## config.mk

```make
export PLATFORM = sky130hd
export DESIGN_NAME = sm83_sequencer
export DESIGN_NICKNAME = d
export VERILOG_FILES = /design/src/rtl/sm83_sequencer.sv
export SDC_FILE = /design/constraint.sdc
export NUM_CORES = 1
export LEC_CHECK = 0
export ABC_AREA = 1
export CORE_MARGIN = 3
export CORE_UTILIZATION = 41
export DETAILED_ROUTE_END_ITERATION = 8
export GPL_TIMING_DRIVEN = 0
export PLACE_DENSITY = 0.75
export SLEW_MARGIN = 10
export SYNTH_ARGS = -nofsm -noshare
export SYNTH_HDL_FRONTEND = slang
export SYNTH_SLANG_ARGS = --single-unit
```

## constraint.sdc

```tcl
create_clock -name clk -period 1.65 [get_ports clk]
set_input_delay 0.165 -clock clk [delete_from_list [all_inputs] [get_ports clk]]
set_output_delay 0.165 -clock clk [all_outputs]
set_load 0.03 [all_outputs]
```

## src/rtl/sm83_sequencer.sv

```systemverilog
`default_nettype none
// ============================================================================
// Module      : sm83_sequencer
// Description : SM83 T-state / M-cycle sequencer. Tracks the T-state and
//               M-cycle counters, latches the opcode and CB-bank flag on
//               fetch cycles, and steps through RUN, HALT and interrupt
//               dispatch (INT). It also implements the HALT bug, where the
//               PC increment for one fetch is suppressed.
// Revision    : 1.0 - initial release
// ============================================================================
module sm83_sequencer (
  input  logic       clk,
  input  logic       rst,
  input  logic       i_ce,
  input  logic [7:0] i_mem_rd_data,
  input  logic       i_last_mcycle,
  input  logic       i_halt_req,
  input  logic       i_irq_pending,
  input  logic       i_ime,
  output logic [7:0] o_opcode,
  output logic       o_bank_cb,
  output logic       o_in_halt,
  output logic       o_in_int,
  output logic [1:0] o_tstate,
  output logic [2:0] o_mcycle,
  output logic       o_fetch,
  output logic       o_pc_inc_inhibit
);

  typedef enum logic [1:0] {
    ST_RUN  = 2'd0,
    ST_HALT = 2'd1,
    ST_INT  = 2'd2
  } state_t;

  localparam logic [7:0] C_OP_CB      = 8'hCB;
  localparam logic [7:0] C_OP_HALT    = 8'h76;
  localparam logic [2:0] C_MCYCLE_MAX = 3'd7;
  localparam logic [2:0] C_INT_LAST   = 3'd4;

  state_t     r_state;
  logic [1:0] r_tstate;
  logic [2:0] r_mcycle;
  logic [7:0] r_opcode;
  logic       r_bank_cb;
  logic       r_pc_inc_inhibit;

  state_t     w_state_nx;
  logic [1:0] w_tstate_nx;
  logic [2:0] w_mcycle_nx;
  logic [7:0] w_opcode_nx;
  logic       w_bank_cb_nx;
  logic       w_pc_inc_inhibit_nx;

  logic       w_boundary;
  logic       w_cb_pending;
  logic       w_irq_take;
  logic       w_halt_bug;

  // Last T-state of an enabled M-cycle; every M-cycle level decision happens here.
  assign w_boundary   = i_ce && (r_tstate == 2'd3);
  // A 0xCB prefix has been fetched but its CB-bank opcode has not; interrupts must wait.
  assign w_cb_pending = (r_opcode == C_OP_CB) && !r_bank_cb;
  assign w_irq_take   = i_ime && i_irq_pending && !w_cb_pending;
  // HALT with interrupts disabled but one already pending: no halt, next PC increment lost.
  assign w_halt_bug   = i_halt_req && !r_bank_cb && !i_ime && i_irq_pending;

  // State register and datapath registers; async reset abandons everything.
  always_ff @(posedge clk or posedge rst) begin
    if (rst) begin
      r_state          <= ST_RUN;
      r_tstate         <= 2'd0;
      r_mcycle         <= 3'd0;
      r_opcode         <= 8'h00;
      r_bank_cb        <= 1'b0;
      r_pc_inc_inhibit <= 1'b0;
    end else begin
      r_state          <= w_state_nx;
      r_tstate         <= w_tstate_nx;
      r_mcycle         <= w_mcycle_nx;
      r_opcode         <= w_opcode_nx;
      r_bank_cb        <= w_bank_cb_nx;
      r_pc_inc_inhibit <= w_pc_inc_inhibit_nx;
    end
  end

  // Next-state logic: tstate counts every enabled clock, the rest moves only at boundaries.
  always_comb begin
    w_state_nx          = r_state;
    w_tstate_nx         = i_ce ? (r_tstate + 2'd1) : r_tstate;
    w_mcycle_nx         = r_mcycle;
    w_opcode_nx         = r_opcode;
    w_bank_cb_nx        = r_bank_cb;
    w_pc_inc_inhibit_nx = r_pc_inc_inhibit;

    if (w_boundary) begin
      // Inhibit covers only the single M-cycle after the HALT-bug fetch.
      w_pc_inc_inhibit_nx = 1'b0;
      case (r_state)
        ST_RUN: begin
          if (!i_last_mcycle) begin
            if (r_mcycle != C_MCYCLE_MAX) begin
              w_mcycle_nx = r_mcycle + 3'd1;
            end
          end else if (w_irq_take) begin
            w_state_nx  = ST_INT;
            w_mcycle_nx = 3'd0;
          end else if (i_halt_req && !r_bank_cb && !w_halt_bug) begin
            w_state_nx  = ST_HALT;
            w_mcycle_nx = 3'd0;
            w_opcode_nx = C_OP_HALT;
          end else begin
            w_opcode_nx         = i_mem_rd_data;
            w_bank_cb_nx        = w_cb_pending;
            w_mcycle_nx         = 3'd0;
            w_pc_inc_inhibit_nx = w_halt_bug;
          end
        end
        ST_HALT: begin
          if (i_irq_pending) begin
            w_mcycle_nx = 3'd0;
            if (i_ime) begin
              w_state_nx = ST_INT;
            end else begin
              w_state_nx   = ST_RUN;
              w_opcode_nx  = i_mem_rd_data;
              w_bank_cb_nx = 1'b0;
            end
          end
        end
        ST_INT: begin
          if (r_mcycle == C_INT_LAST) begin
            w_state_nx   = ST_RUN;
            w_opcode_nx  = i_mem_rd_data;
            w_bank_cb_nx = 1'b0;
            w_mcycle_nx  = 3'd0;
          end else begin
            w_mcycle_nx = r_mcycle + 3'd1;
          end
        end
        default: begin
          w_state_nx  = ST_RUN;
          w_mcycle_nx = 3'd0;
        end
      endcase
    end
  end

  assign o_opcode         = r_opcode;
  assign o_bank_cb        = r_bank_cb;
  assign o_in_halt        = (r_state == ST_HALT);
  assign o_in_int         = (r_state == ST_INT);
  assign o_tstate         = r_tstate;
  assign o_mcycle         = r_mcycle;
  assign o_pc_inc_inhibit = r_pc_inc_inhibit;
  // The fetch strobe follows the current state and last_mcycle combinationally.
  assign o_fetch          = ((r_state == ST_RUN) && i_last_mcycle) ||
                            (r_state == ST_HALT) ||
                            ((r_state == ST_INT) && (r_mcycle == C_INT_LAST));

endmodule
`default_nettype wire

```

* Yosys cells after proc, flatten, opt, wreduce, memory -nomap -nowiden
Cells that the tools add are included.
Operators by class: $add $sub $neg 2, equal/unequal tests 14, mux-type cells 30, reductions and logical operators 22
Operators by type and width (count):
- 8-bit 2-to-1 mux | 6
- 8-bit one-hot mux with 3 select lines | 1
- 2-bit 2-to-1 mux | 6
- 3-bit 2-to-1 mux | 4
- 1-bit logical AND | 10
- 1-bit 2-to-1 mux | 10
- 2-bit inequality test (second input constant) | 5
- 3-bit inequality test (second input constant) | 3
- 3-bit one-hot mux with 3 select lines | 1
- 8-bit equality test (second input constant) | 1
- 8-bit AND reduction | 1
- 7-bit AND reduction | 1
- 2-bit one-hot mux with 3 select lines | 1
- 5-bit AND reduction | 1
- 2-bit equality test (second input constant) | 2
- 1-bit zero test | 4
- 3-bit by 1-bit adder with 3-bit output (second input constant) | 1
- 3-bit equality test (second input constant) | 1
- 1-bit one-hot mux with 3 select lines | 1
- 3-bit AND reduction | 1
- 3-bit nonzero test | 1
- 2-bit by 1-bit adder with 2-bit output (second input constant) | 1
- 2-bit by 1-bit equality test with 1-bit output (second input constant) | 1
- 2-bit zero test | 1
- 2 further kinds | 3
Storage, ports and cells: flip-flop bits (word level) 17, input bits 15, output and inout bits 18, logic and storage cells 74

* Depth between registers and ports, before layout
depth in word-level cells 10, depth in mapped cells 10, gate-level depth less buffers 9

* Worst setup path after synthesis
Ideal clock, no wire load.
path type reg-to-reg, start register r_state[1], end register r_opcode[0] (netlist: o_opcode[0]), library setup time 118 ps, data arrival time 1528 ps, required time 1532 ps, slack 4 ps, cell stages (with the launch flop) 10, buffers on the path 1, clock period less this slack 1646 ps, path through dfrtp_1 -> inv_1 -> ha_1 -> a21oi_2 -> nand3_2 -> nor2_4 -> nand2_2 -> buf_6 -> nand2_2 -> o21ai_2
On the way: word-level cells in the longest chain between the ends 3, elaborated cells on any way between the ends 11, those cells by class eq/ne: 7; mux: 1; reduce/logical: 3
RTL lines:
- from (decl) | RTL line 41 | state_t r_state;
- from (signal assigned) | RTL line 78 | r_state <= w_state_nx;
- 2-bit by 1-bit equality test with 1-bit output *
- via o_in_halt | RTL line 22 | output logic o_in_halt,
- 2-bit inequality test (no source line) or 3-bit nonzero test (tied branches)
- 7-bit AND reduction (no source line)
- to (signal assigned) | RTL line 81 | r_opcode <= w_opcode_nx;
- to (decl) | RTL line 44 | logic [7:0] r_opcode;
The timed path passes the listed nets; every way through them passes the cells marked *. A chain may end at the register's enable or synchronous reset.

* Worst setup path in the final report
start register r_state[0], end output o_fetch
On the way: word-level cells in the longest chain between the ends 4, elaborated cells on any way between the ends 7, those cells by class eq/ne: 2; reduce/logical: 5
RTL lines:
- 2-bit zero test | RTL line 157 | assign o_fetch = ((r_state == ST_RUN) && i_last_mcycle) ||
- 1-bit logical AND | RTL line 157
- 1-bit logical OR | RTL line 157
- 1-bit logical OR * | RTL line 158 | (r_state == ST_HALT) ||
- to (decl) | RTL line 26 | output logic o_fetch,
Mark *: on every way between the ends. The rest lies on a longest branch, timed or not.

==> qor.yml <==
timing:
  min_period_ps: 1721
  final-hold-violation-count: 0
  maxSlewHeadroom_pct: 55.22
  finalCritPeriodShare_pct: 104.3
  worstMarginPinSlew_ps: 671.0
  skew_ps: 1.814
  max_freq_ghz: 0.5811
  finalSetupViolCount: 2
  slew_violations: 0
  tns_ps: -72.40
  rsz0062_at_grt: "yes"
  worst_slack_ps: -70.76
setup_path:
  critPathSlowestCell: "dfrtp_1"
  required_ps: 1480
  reg2reg_from: "r_state[0]"
  r2r-end: "o_opcode[0]"
  critPathArrivalTime_ps: 1560
  max_stage_delay_ps: 440
  worstSetupEndpoint: "o_fetch"
  reg2reg_depth: 10
  crit_cells: 6
  path_buf_inv: 3
  start_kind: "register"
  cp-end-kind: "primary output"
  reg2reg_slack_ps: 0
  critPathKind: "register to primary output"
  crit_fanout: 7
  cp_cell_sequence: "inv_2 > ha_1 > buf_6 > nand2_1 > nand3b_1 > clkdlybuf4s15_2"
  crit_family: "buffers and inverters"
  cp-startpoint: "r_state[0]"
layout:
  syn_to_final_growth_pct: 45.03
  instances_no_fill: 202
  drive_gt1_share_pct: 16.67
  final_area_um2: 1515
  final_nets: 198
  diodes: 0
synthesis:
  synthTopCellsByCount: "nand2_1 (43), inv_1 (22), dfrtp_1 (17)"
  synth_cells: 132
  synth_area_um2: 1045
  syn_avg_cell_area_um2: 7.915
  yosysSeqAreaShare_pct: 40.72
  syn_nets: 155
  ys_ff_latch: 17
  netlist.area_leader.share_pct: 40.72
  synth_edf_count: 0
  ys_types: 22
  synth_area_leaders: "dfrtp_1 (41%), nand2_1 (15%), ha_1 (9.6%)"
  yosysTopAreaCell: "dfrtp_1"
  synth.yosys.warnings: 0
  synthArstFlopShare_pct: 100.0
  synthFlopType: "dfrtp_1"
  yosysMostFrequentCell: "nand2_1"
global_routing:
  grt_start_max_net_pins: 18
  gr-usage-all-layers_pct: 15.18
  grt_pass1_vias: 933
  grt_pass1_wl_um: 3891
  antenna_found_initial: 0
  grt_remaining_overflow: 0
clocking:
  clk_latency_ps: 290
  cts.sinks: 17
  cts_buffer_depth: 2
  clk_pin_slew_ps: 100
  htree_levels: 1
  cts_made_buffers: 3
  cts_tree: "done"
  root_buffer: "clkbuf_4"
placement:
  place.port_buffers: 32
  placed_cells: 192
  post-place-ws_ps: -103.0
  globalplace.congestion: 0.8079
  dp_hpwl_um: 1815
  place_area_um2: 1400
drt:
  wl_um: 2500
  dr.pass1.iters: 4
  wl_per_cell_um: 12.38
  drt_iter0_markers: 20
  via_per_inst: 4.936
  vias: 997
  drc: 0
  postRouteAntennaNets: 0
die:
  die_h_um: 56.48
  rows: 17
  io_pins: 33
  die_w_um: 56.48
  initial_core_util_pct: 45.06
  core_area_um2: 2318
  die_area_um2: 3190
power:
  powerDensity_nw_per_um2: 1777
  ir_drop_mv: 1.052
  p_leak_nw: 0.7723
  p_clk_share_pct: 8.4
  p_sw_share_pct: 47.37
  cellInternalPower_mw: 1.417
  combPwrFrac_pct: 63.3
  netSwitchingPower_mw: 1.275
  p_seq_share_pct: 28.3
status:
  violations: "setup timing"
  status: "finished, violations left"
worst_hold_path:
  worstHoldPathType: "input pin to asynchronous set/reset pin"
flow_run:
  maxCapViolations: 0
## cell usage in the layout, fill, tap and decap left out, types with 2 or more instances in the layout
master / instances
clkbuf_4: 3
o21ai_0: 2
nand3_1: 12
o21ai_2: 3
ha_1: 7
nand2_1: 41
nand4_1: 2
nor2_1: 5
nand3_2: 2
inv_1: 21
dfrtp_1: 17
nand2_2: 5
buf_4: 4
buf_6: 2
clkdlybuf4s50_1: 29
## power groups by stage
| stage | Sequential, mW | Combinational, mW | Clock, mW |
|---|---|---|---|
| global route | 0.792 | 1.85 | 0.247 |
| finish | 0.762 | 1.70 | 0.227 |
| CTS | 0.755 | 1.60 | 0.233 |
| floorplan | 1.05 | 0.722 | 0 |
| global placement | 0.756 | 1.55 | 0 |
| detailed placement | 0.765 | 1.59 | 0 |
## what timing repair did
action,4_1_cts,5_1_grt
setup endpoints to repair,10,14
buffers inserted,2,3
cloned,0,1
gates resized for setup,5,9
pin swaps,1,2
hold buffers,0,0
endpoints found under the hold margin,0,0
## area by class of cell
class | instances | area, um^2
Buffer | 2 | 26.28
Timing Repair Buffer | 38 | 386.6
Inverter | 22 | 82.58
Clock buffer | 4 | 26.28
Fill cell | 205 | 803.3
Tap cell | 28 | 35.03
Sequential cell | 17 | 425.4
Multi-Input combinational cell | 91 | 533.0
## routing by layer
metal / track usage (%) / share of wire (%)
met3: 2.529 / 5.6
met2: 26.57 / 51
met1: 18.63 / 43
met5: 0 / 0
met4: 5.085 / 0.68
## worst min-delay path by stage
stage | startpoint | endpoint | cells past startpoint
2_1_floorplan | rst | o_bank_cb | 1
3_3_place_gp | o_pc_inc_inhibit | o_pc_inc_inhibit | 2
3_5_place_dp | o_pc_inc_inhibit | o_pc_inc_inhibit | 2
4_1_cts | rst | o_tstate[0] | 2
5_1_grt | rst | o_mcycle[0] | 2
6_report | rst | o_tstate[0] | 2
## cells by family (layout without fill, tap and decap cells)
family                     count (synthesis)  count (layout)  synth area share, %
and+or+nand+nor                           71              71                30.78
buffers and inverters                     24              66                10.06
DFF                                       17              17                40.72
AOI/OAI and AO/OA                         10              10                6.947
adders and majority gates                  8               8                9.581
xor gates and xnor gates                   1               1               0.8385
muxes                                      1               1                1.078
## through the flow
step / hold slack (ps) / power (mW) / utilization (%)
floorplan: 91.07 / 1.775 / -
global placement: 458.8 / 2.310 / 60.39
detailed placement: 462.7 / 2.356 / 60.39
CTS: 284.5 / 2.592 / 62.12
global route: 322.5 / 2.886 / 65.35
finish: 259.7 / 2.692 / 65.35
## worst reg2reg max path, stage by stage (launching register included)
cell and delay [ps]:
dfrtp_1 440, inv_2 60, ha_1 200, buf_6 140
nand2_2 80, nand3_2 110, nor2_4 170, nand2_4 90
clkbuf_16 170, nand2_2 60, o21ai_2 40
## registers in the layout, summed over array words and instances (netlist names)
register          count
o_bank_cb             1
o_opcode              8
o_pc_inc_inhibit      1
o_mcycle              3
o_tstate              2
r_state               2
No activity file was read; power rests on OpenSTA's default activity.
